`config.mk`:
```
export PLATFORM = sky130hd
export DESIGN_NAME = filter_envelope_gen
export DESIGN_NICKNAME = d
export VERILOG_FILES = /design/src/rtl/filter_env_pkg.sv /design/src/rtl/env_cutoff_mac.sv /design/src/rtl/filter_envelope_gen.sv
export SDC_FILE = /design/constraint.sdc
export NUM_CORES = 1
export LEC_CHECK = 0
export CAP_MARGIN = 20
export CORE_MARGIN = 1.5
export CORE_UTILIZATION = 55
export CTS_CLUSTER_SIZE = 20
export DETAILED_ROUTE_END_ITERATION = 10
export PLACE_DENSITY = 0.84
export SYNTH_ARGS = -nofsm -noshare
export SYNTH_HDL_FRONTEND = slang
export SYNTH_HIERARCHICAL = 1
export SYNTH_SLANG_ARGS = --single-unit
```
`constraint.sdc`:
```
create_clock -name clk -period 10.7 [get_ports clk]
set_clock_uncertainty 0.1 [all_clocks]
set_input_delay 2.14 -clock clk [delete_from_list [all_inputs] [get_ports clk]]
set_output_delay 2.14 -clock clk [all_outputs]
set_load 0.05 [all_outputs]
```
`src/rtl/filter_env_pkg.sv`:
```
// filter_env_pkg
//   Shared types and helpers for the filter envelope generator.
//   - env_state_e : envelope state encoding (IDLE=0 .. RELEASE=4)
//   - LEVEL_MAX   : default envelope peak level
//   - sat16       : 18-bit signed to 16-bit signed saturation
//   - clamp_level : clamp a 17-bit signed level candidate to 0..max
package filter_env_pkg;

    typedef enum logic [2:0] {
        ST_IDLE    = 3'd0,
        ST_ATTACK  = 3'd1,
        ST_DECAY   = 3'd2,
        ST_SUSTAIN = 3'd3,
        ST_RELEASE = 3'd4
    } env_state_e;

    localparam logic [15:0] LEVEL_MAX = 16'h7FFF;

    function automatic logic signed [15:0] sat16(input logic signed [17:0] v);
        if (v > 18'sd32767) begin
            return 16'sh7FFF;
        end else if (v < -18'sd32768) begin
            return 16'sh8000;
        end else begin
            return v[15:0];
        end
    endfunction

    function automatic logic [15:0] clamp_level(input logic signed [16:0] v,
                                                input logic [15:0] max);
        if (v < 0) begin
            return '0;
        end else if (v > $signed({1'b0, max})) begin
            return max;
        end else begin
            return v[15:0];
        end
    endfunction

endpackage

```
`src/rtl/env_cutoff_mac.sv`:
```
// env_cutoff_mac
//   Registered cutoff computation: sat16(base + ((level * amount) >>> 15)).
//   Ports:
//     clk, reset_n     : clock, asynchronous active-low reset
//     upd_i            : compute a new cutoff this cycle
//     level_i          : envelope level (unsigned, zero-extended into the product)
//     base_cutoff_i    : signed cutoff at level 0
//     env_amount_i     : signed modulation depth, Q1.15
//     cutoff_o         : registered saturated cutoff word
//     cutoff_valid_o   : one-cycle pulse when cutoff_o updates
module env_cutoff_mac
    import filter_env_pkg::*;
#(
    parameter int unsigned WIDTH = 16
) (
    input  logic                    clk,
    input  logic                    reset_n,
    input  logic                    upd_i,
    input  logic [WIDTH-1:0]        level_i,
    input  logic signed [WIDTH-1:0] base_cutoff_i,
    input  logic signed [WIDTH-1:0] env_amount_i,
    output logic signed [WIDTH-1:0] cutoff_o,
    output logic                    cutoff_valid_o
);

    logic signed [2*WIDTH-1:0] prod;
    logic signed [WIDTH+1:0]   sum;
    logic signed [WIDTH-1:0]   cutoff_q;
    logic                      valid_q;

    always_comb begin
        prod = (2*WIDTH)'($signed({1'b0, level_i})) * (2*WIDTH)'(env_amount_i);
        // Scaled term fits in WIDTH+1 bits; the sum needs one more for headroom.
        sum  = (WIDTH+2)'(base_cutoff_i) + (WIDTH+2)'(prod >>> 15);
    end

    always_ff @(posedge clk or negedge reset_n) begin
        if (!reset_n) begin
            cutoff_q <= '0;
            valid_q  <= 1'b0;
        end else begin
            valid_q <= upd_i;
            if (upd_i) begin
                cutoff_q <= sat16(sum);
            end
        end
    end

    assign cutoff_o       = cutoff_q;
    assign cutoff_valid_o = valid_q;

endmodule

```
`src/rtl/filter_envelope_gen.sv`:
```
// filter_envelope_gen
//   ADSR envelope generator driving the low-pass filter cutoff.
//   Ports:
//     clk, reset_n       : clock, asynchronous active-low reset
//     tick               : sample strobe; envelope steps only on tick
//     gate               : note gate (1 = key held); edges act on the next clk
//     attack_rate        : attack step per tick (bit 15 ignored)
//     decay_rate         : decay step per tick (bit 15 ignored)
//     sustain_level      : signed sustain target, negative clamps to 0
//     release_rate       : release step per tick (bit 15 ignored)
//     base_cutoff        : signed cutoff at envelope level 0
//     env_amount         : signed modulation depth, Q1.15
//     cutoff             : registered saturated cutoff word
//     cutoff_valid       : one-cycle pulse two cycles after tick
//     env_level          : current envelope level, 0..LEVEL_MAX
//     env_state          : current state encoding
//   Build option: FILTER_ENV_EXP_DECAY_EN makes DECAY/RELEASE steps exponential,
//   step = max(1, ((level - target) * rate) >> 15). ATTACK stays linear.
module filter_envelope_gen #(
    parameter int unsigned          WIDTH     = 16,
    parameter logic [WIDTH-1:0]     LEVEL_MAX = filter_env_pkg::LEVEL_MAX
) (
    input  logic                    clk,
    input  logic                    reset_n,
    input  logic                    tick,
    input  logic                    gate,
    input  logic [WIDTH-1:0]        attack_rate,
    input  logic [WIDTH-1:0]        decay_rate,
    input  logic signed [WIDTH-1:0] sustain_level,
    input  logic [WIDTH-1:0]        release_rate,
    input  logic signed [WIDTH-1:0] base_cutoff,
    input  logic signed [WIDTH-1:0] env_amount,
    output logic signed [WIDTH-1:0] cutoff,
    output logic                    cutoff_valid,
    output logic [WIDTH-1:0]        env_level,
    output logic [2:0]              env_state
);
    import filter_env_pkg::*;

    env_state_e              state_q;
    logic [WIDTH-1:0]        level_q;
    logic                    gate_q;
    logic                    upd_q;

    logic                    rise, fall;
    logic [WIDTH-1:0]        target;
    logic [WIDTH-1:0]        dr_tgt;
    logic [14:0]             dr_rate;
    logic [WIDTH-1:0]        step;
    logic [WIDTH:0]          att_sum;
    logic                    att_peak;
    logic signed [WIDTH:0]   dr_diff;
    logic                    dr_done;
    logic                    unused_rate_msbs;

`ifdef FILTER_ENV_EXP_DECAY_EN
    logic [WIDTH-1:0]        diff;
    logic [2*WIDTH-1:0]      prod;
`endif

    assign unused_rate_msbs = ^{attack_rate[15], decay_rate[15], release_rate[15]};

    always_comb begin
        rise     = gate & ~gate_q;
        fall     = ~gate & gate_q;
        target   = clamp_level((WIDTH+1)'(sustain_level), LEVEL_MAX);
        att_sum  = {1'b0, level_q} + (WIDTH+1)'(attack_rate[14:0]);
        att_peak = att_sum >= {1'b0, LEVEL_MAX};

        // DECAY and RELEASE share one down-step path; only target and rate differ.
        if (state_q == ST_DECAY) begin
            dr_tgt  = target;
            dr_rate = decay_rate[14:0];
        end else begin
            dr_tgt  = '0;
            dr_rate = release_rate[14:0];
        end

`ifdef FILTER_ENV_EXP_DECAY_EN
        diff = (level_q > dr_tgt) ? level_q - dr_tgt : '0;
        prod = (2*WIDTH)'(diff) * (2*WIDTH)'(dr_rate);
        step = WIDTH'(prod >> 15);
        if (step == '0) begin
            step = WIDTH'(1);
        end
`else
        step = WIDTH'(dr_rate);
`endif

        dr_diff = $signed({1'b0, level_q}) - $signed({1'b0, step});
        dr_done = dr_diff <= $signed({1'b0, dr_tgt});
    end

    always_ff @(posedge clk or negedge reset_n) begin
        if (!reset_n) begin
            state_q <= ST_IDLE;
            level_q <= '0;
            gate_q  <= 1'b0;
            upd_q   <= 1'b0;
        end else begin
            gate_q <= gate;
            upd_q  <= tick;
            // Gate edges take priority and suppress any step in the same cycle.
            if (rise) begin
                state_q <= ST_ATTACK;
            end else if (fall) begin
                if (state_q == ST_ATTACK || state_q == ST_DECAY || state_q == ST_SUSTAIN) begin
                    state_q <= ST_RELEASE;
                end
            end else if (tick) begin
                unique case (state_q)
                    ST_IDLE: level_q <= '0;
                    ST_ATTACK: begin
                        if (attack_rate[14:0] != '0) begin
                            if (att_peak) begin
                                level_q <= LEVEL_MAX;
                                state_q <= ST_DECAY;
                            end else begin
                                level_q <= att_sum[WIDTH-1:0];
                            end
                        end
                    end
                    ST_DECAY, ST_RELEASE: begin
                        if (dr_rate != '0) begin
                            if (dr_done) begin
                                level_q <= dr_tgt;
                                state_q <= (state_q == ST_DECAY) ? ST_SUSTAIN : ST_IDLE;
                            end else begin
                                level_q <= clamp_level(dr_diff, LEVEL_MAX);
                            end
                        end
                    end
                    ST_SUSTAIN: level_q <= target;
                    default: begin
                        state_q <= ST_IDLE;
                        level_q <= '0;
                    end
                endcase
            end
        end
    end

    env_cutoff_mac #(
        .WIDTH(WIDTH)
    ) u_mac (
        .clk            (clk),
        .reset_n        (reset_n),
        .upd_i          (upd_q),
        .level_i        (level_q),
        .base_cutoff_i  (base_cutoff),
        .env_amount_i   (env_amount),
        .cutoff_o       (cutoff),
        .cutoff_valid_o (cutoff_valid)
    );

    assign env_level = level_q;
    assign env_state = state_q;

endmodule

```
==> impl_results.md <==
* Top post-synthesis cells by count: inv_1 (262), fa_1 (196), nand2_1 (182)
* Met2 wire length at around 19,000 microns
* IO Count at about 140
* Routed vias at around 12,000
* Met1 WL at roughly 16,000 microns
* Clk slew on worst S/H paths at around 0.060 ns
* Average wire per standard cell at between 15 and 20 microns
* CP arrival at 10.55 ns
* Pre-antenna DRT Iters at 8
* Layout area overhead at 18.41%
* Simple-gate portion of the synthesized area at 0.1878
* Count of cell types in the netlist at 93
* Post-synthesis mux area share at 0.01490
* Sink Count at 38
* Count leader, synth: inv_1
* H-tree levels at 2
* TritonCTS clock tree: yes
* Post-layout min period at between 10 and 15 ns
* Die Width at 160.8 microns
* # rows at 57
* Area of the mapped netlist at 13,690 sq um
* CTS root buf: clkbuf_16
* Crit path max-delay cell type: fa_1
* Vias per cell at 5.908
* Diode count at 0
* Core area at ~24,000 sq um
* Initial Utilization at 0.5614
* Final setup fails at 0
* Slowest cell delay on critical path at ~0.55 ns
* Initial antenna violation count at 0
* CP required at roughly 11 ns
* Maximum clock frequency at about 95 MHz
* Status: complete, no violations
* Tcrit/Tclk final at 0.9788
* Final core utilization at 0.6647
* Routability cong. at a little over 0.9
* Tot GR Track Use at 0.2932
* Share of the synthesized area in the top cell type at 0.2866
* Yosys warns at 6
* CP max FO at 9
* Placed Cells at ~2,100
* Clk_lat worst skew at 0.29 ns
* Detail Route Antenna Nets at 0
* Die Ht at 160.8 microns
* Die area at 25,850 sq um
* CTS buffer count at 5
* Layout Nets at between 2,000 and 2,500
* Yosys top cell by area: fa_1
* Final Hold Vio Count at 0
* Worst Hold Class: flop to flop
* Worst slew margin at 0.2527
* Register area share after synthesis at 0.06945
* Layout cells sized above 1 at 0.08799
* Final HPWL DP at around 30,000 microns
* Largest cells by area after synthesis: fa_1 (29%), ha_1 (16%), inv_1 (7.2%)
* Vias in the first global route at about 13,000
* Layout Cells excl Fill at 2,097
* CP Class: input port to flop
* Mapped Cells at about 1,600
* I/O Buffers at 132
* Least-Margin Pin Slew at between 1 and 1.5 ns
* Max-cap violations at 0
* Post-synth ARST share at 1.000
* #FFs+latches synth at 38
* Adder-cell share of the synthesized area at 0.4497
* Pins Over Slew Limit at 0
* Max Used Layer: met4
* Xor/xnor share of the synthesized area at 0.03838
* Most used DFF post-synth: dfrtp_1
* Largest delay share family, worst path: adder cells
* Number of flops mapped to enable cells by yosys at 0
* CP endpoint kind: flop
* Mapped Avg Cell Area at ~8.5 sq um
* Post-CTS Hold Fix Bufs at 0
* Critical path launch point type: input port
* Worst path most repeated cell: fa_1
* DRC viols at 0
* Design area at around 16,000 sq um
* Largest family of logic cells by synthesized area: adder cells
* Maximum number of pins on one net before global-route repair at 39
* Buffers and inverters on the worst path at 6
* Congestion Overflow GR at 0
* CTS max path bufs at 2
* Post-synth net total at roughly 2,100
* Synth Area in Compound Gates at 0.1476
* Placed inst area at 15,750 sq um
* Initial drt markers at between 700 and 800
* First-pass GRT wire length at 61,440 microns
* WL final at roughly 38,000 microns
* Detail Route met3 WL at 2471 microns
## worst paths after layout
path	slack (ns)	cells after the start	endpoint	startpoint
min in group asynchronous	1.89	1	u_mac/cutoff_o[14]$_DFFE_PN0P_	reset_n
worst max-delay path	0.23	32	u_mac/cutoff_o[14]$_DFFE_PN0P_	env_amount[5]
worst min register to register	0.41	0	u_mac/cutoff_valid_o$_DFF_PN0_	upd_q$_DFF_PN0_
max in group asynchronous	8.01	1	env_level[14]$_DFFE_PN0P_	reset_n
worst max register to register	1.58	31	u_mac/cutoff_o[14]$_DFFE_PN0P_	env_level[7]$_DFFE_PN0P_
worst min-delay path	0.41	0	u_mac/cutoff_valid_o$_DFF_PN0_	upd_q$_DFF_PN0_
## sequential cells by signal, summed over array words and instances (netlist names)
register	count
u_mac/cutoff_o	16
gate_q	1
env_state	3
upd_q	1
env_level	16
u_mac/cutoff_valid_o	1
## routing by layer
metal | vias up | GRT usage
met5 | - | 0
met4 | 0 | 0.1229
met2 | 533 | 0.5020
li1 | 5669 | -
met1 | 6098 | 0.3812
met3 | 90 | 0.02738
## layout by cell type, fill, tap and decap left out, types with 14 or more instances in the layout
cell | synthesis | routed
nand2b_1 | 19 | 19
nand3_1 | 27 | 24
a21o_1 | 23 | 23
mux2i_1 | 17 | 17
dfrtp_1 | 38 | 38
inv_1 | 262 | 261
nor2_1 | 73 | 73
xor2_1 | 23 | 23
a31oi_1 | 16 | 14
o21ai_0 | 32 | 30
xnor2_1 | 37 | 37
o211ai_1 | 14 | 14
clkdlybuf4s50_1 | 0 | 126
ha_1 | 176 | 171
nand2_1 | 182 | 182
a21oi_1 | 69 | 66
fa_1 | 196 | 195
buf_4 | 0 | 76
and2_1 | 119 | 118
## final cells by class
type | instances | area [sq um]
Clock buffer | 5 | 125.1
Clock inverter | 3 | 40.04
Fill cell | 1930 | 8178
Inverter | 264 | 992.2
Multi-Input combinational cell | 1248 | 11710
Sequential cell | 38 | 950.9
Tap cell | 324 | 405.4
Timing Repair Buffer | 215 | 1989
## through the flow
stage / hold slack [ns] / worst slack (ns) / setup TNS [ns]
finish: 0.4136 / 0.2268 / 0
global route: 0.4152 / -0.07953 / -0.6614
CTS: 0.3949 / 0.006318 / 0
detailed placement: 0.3850 / -0.3118 / -4.353
global placement: 0.3766 / -0.1171 / -1.598
floorplan: 0.3011 / 0.3560 / 0
## what timing repair did
| item | in CTS | in global routing |
|---|---|---|
| setup buffers | 0 | 5 |
| gates resized for setup | 4 | 44 |
| endpoints found under the setup margin | 15 | 15 |
| pin swaps | 0 | 26 |
| cloned | 0 | 3 |
## logic make-up (layout without fill, tap and decap cells)
logic type | after synthesis | after routing
buffers and inverters | 327 | 487
muxes | 19 | 19
adders and majority gates | 375 | 375
xor gates and xnor gates | 60 | 60
and+or+nand+nor | 510 | 512
AOI/OAI and AO/OA | 282 | 282
DFF | 38 | 38
Power is left out: the tool's default activity adds up to more than one toggle a clock period on the data nets, which glitch-free logic cannot reach.
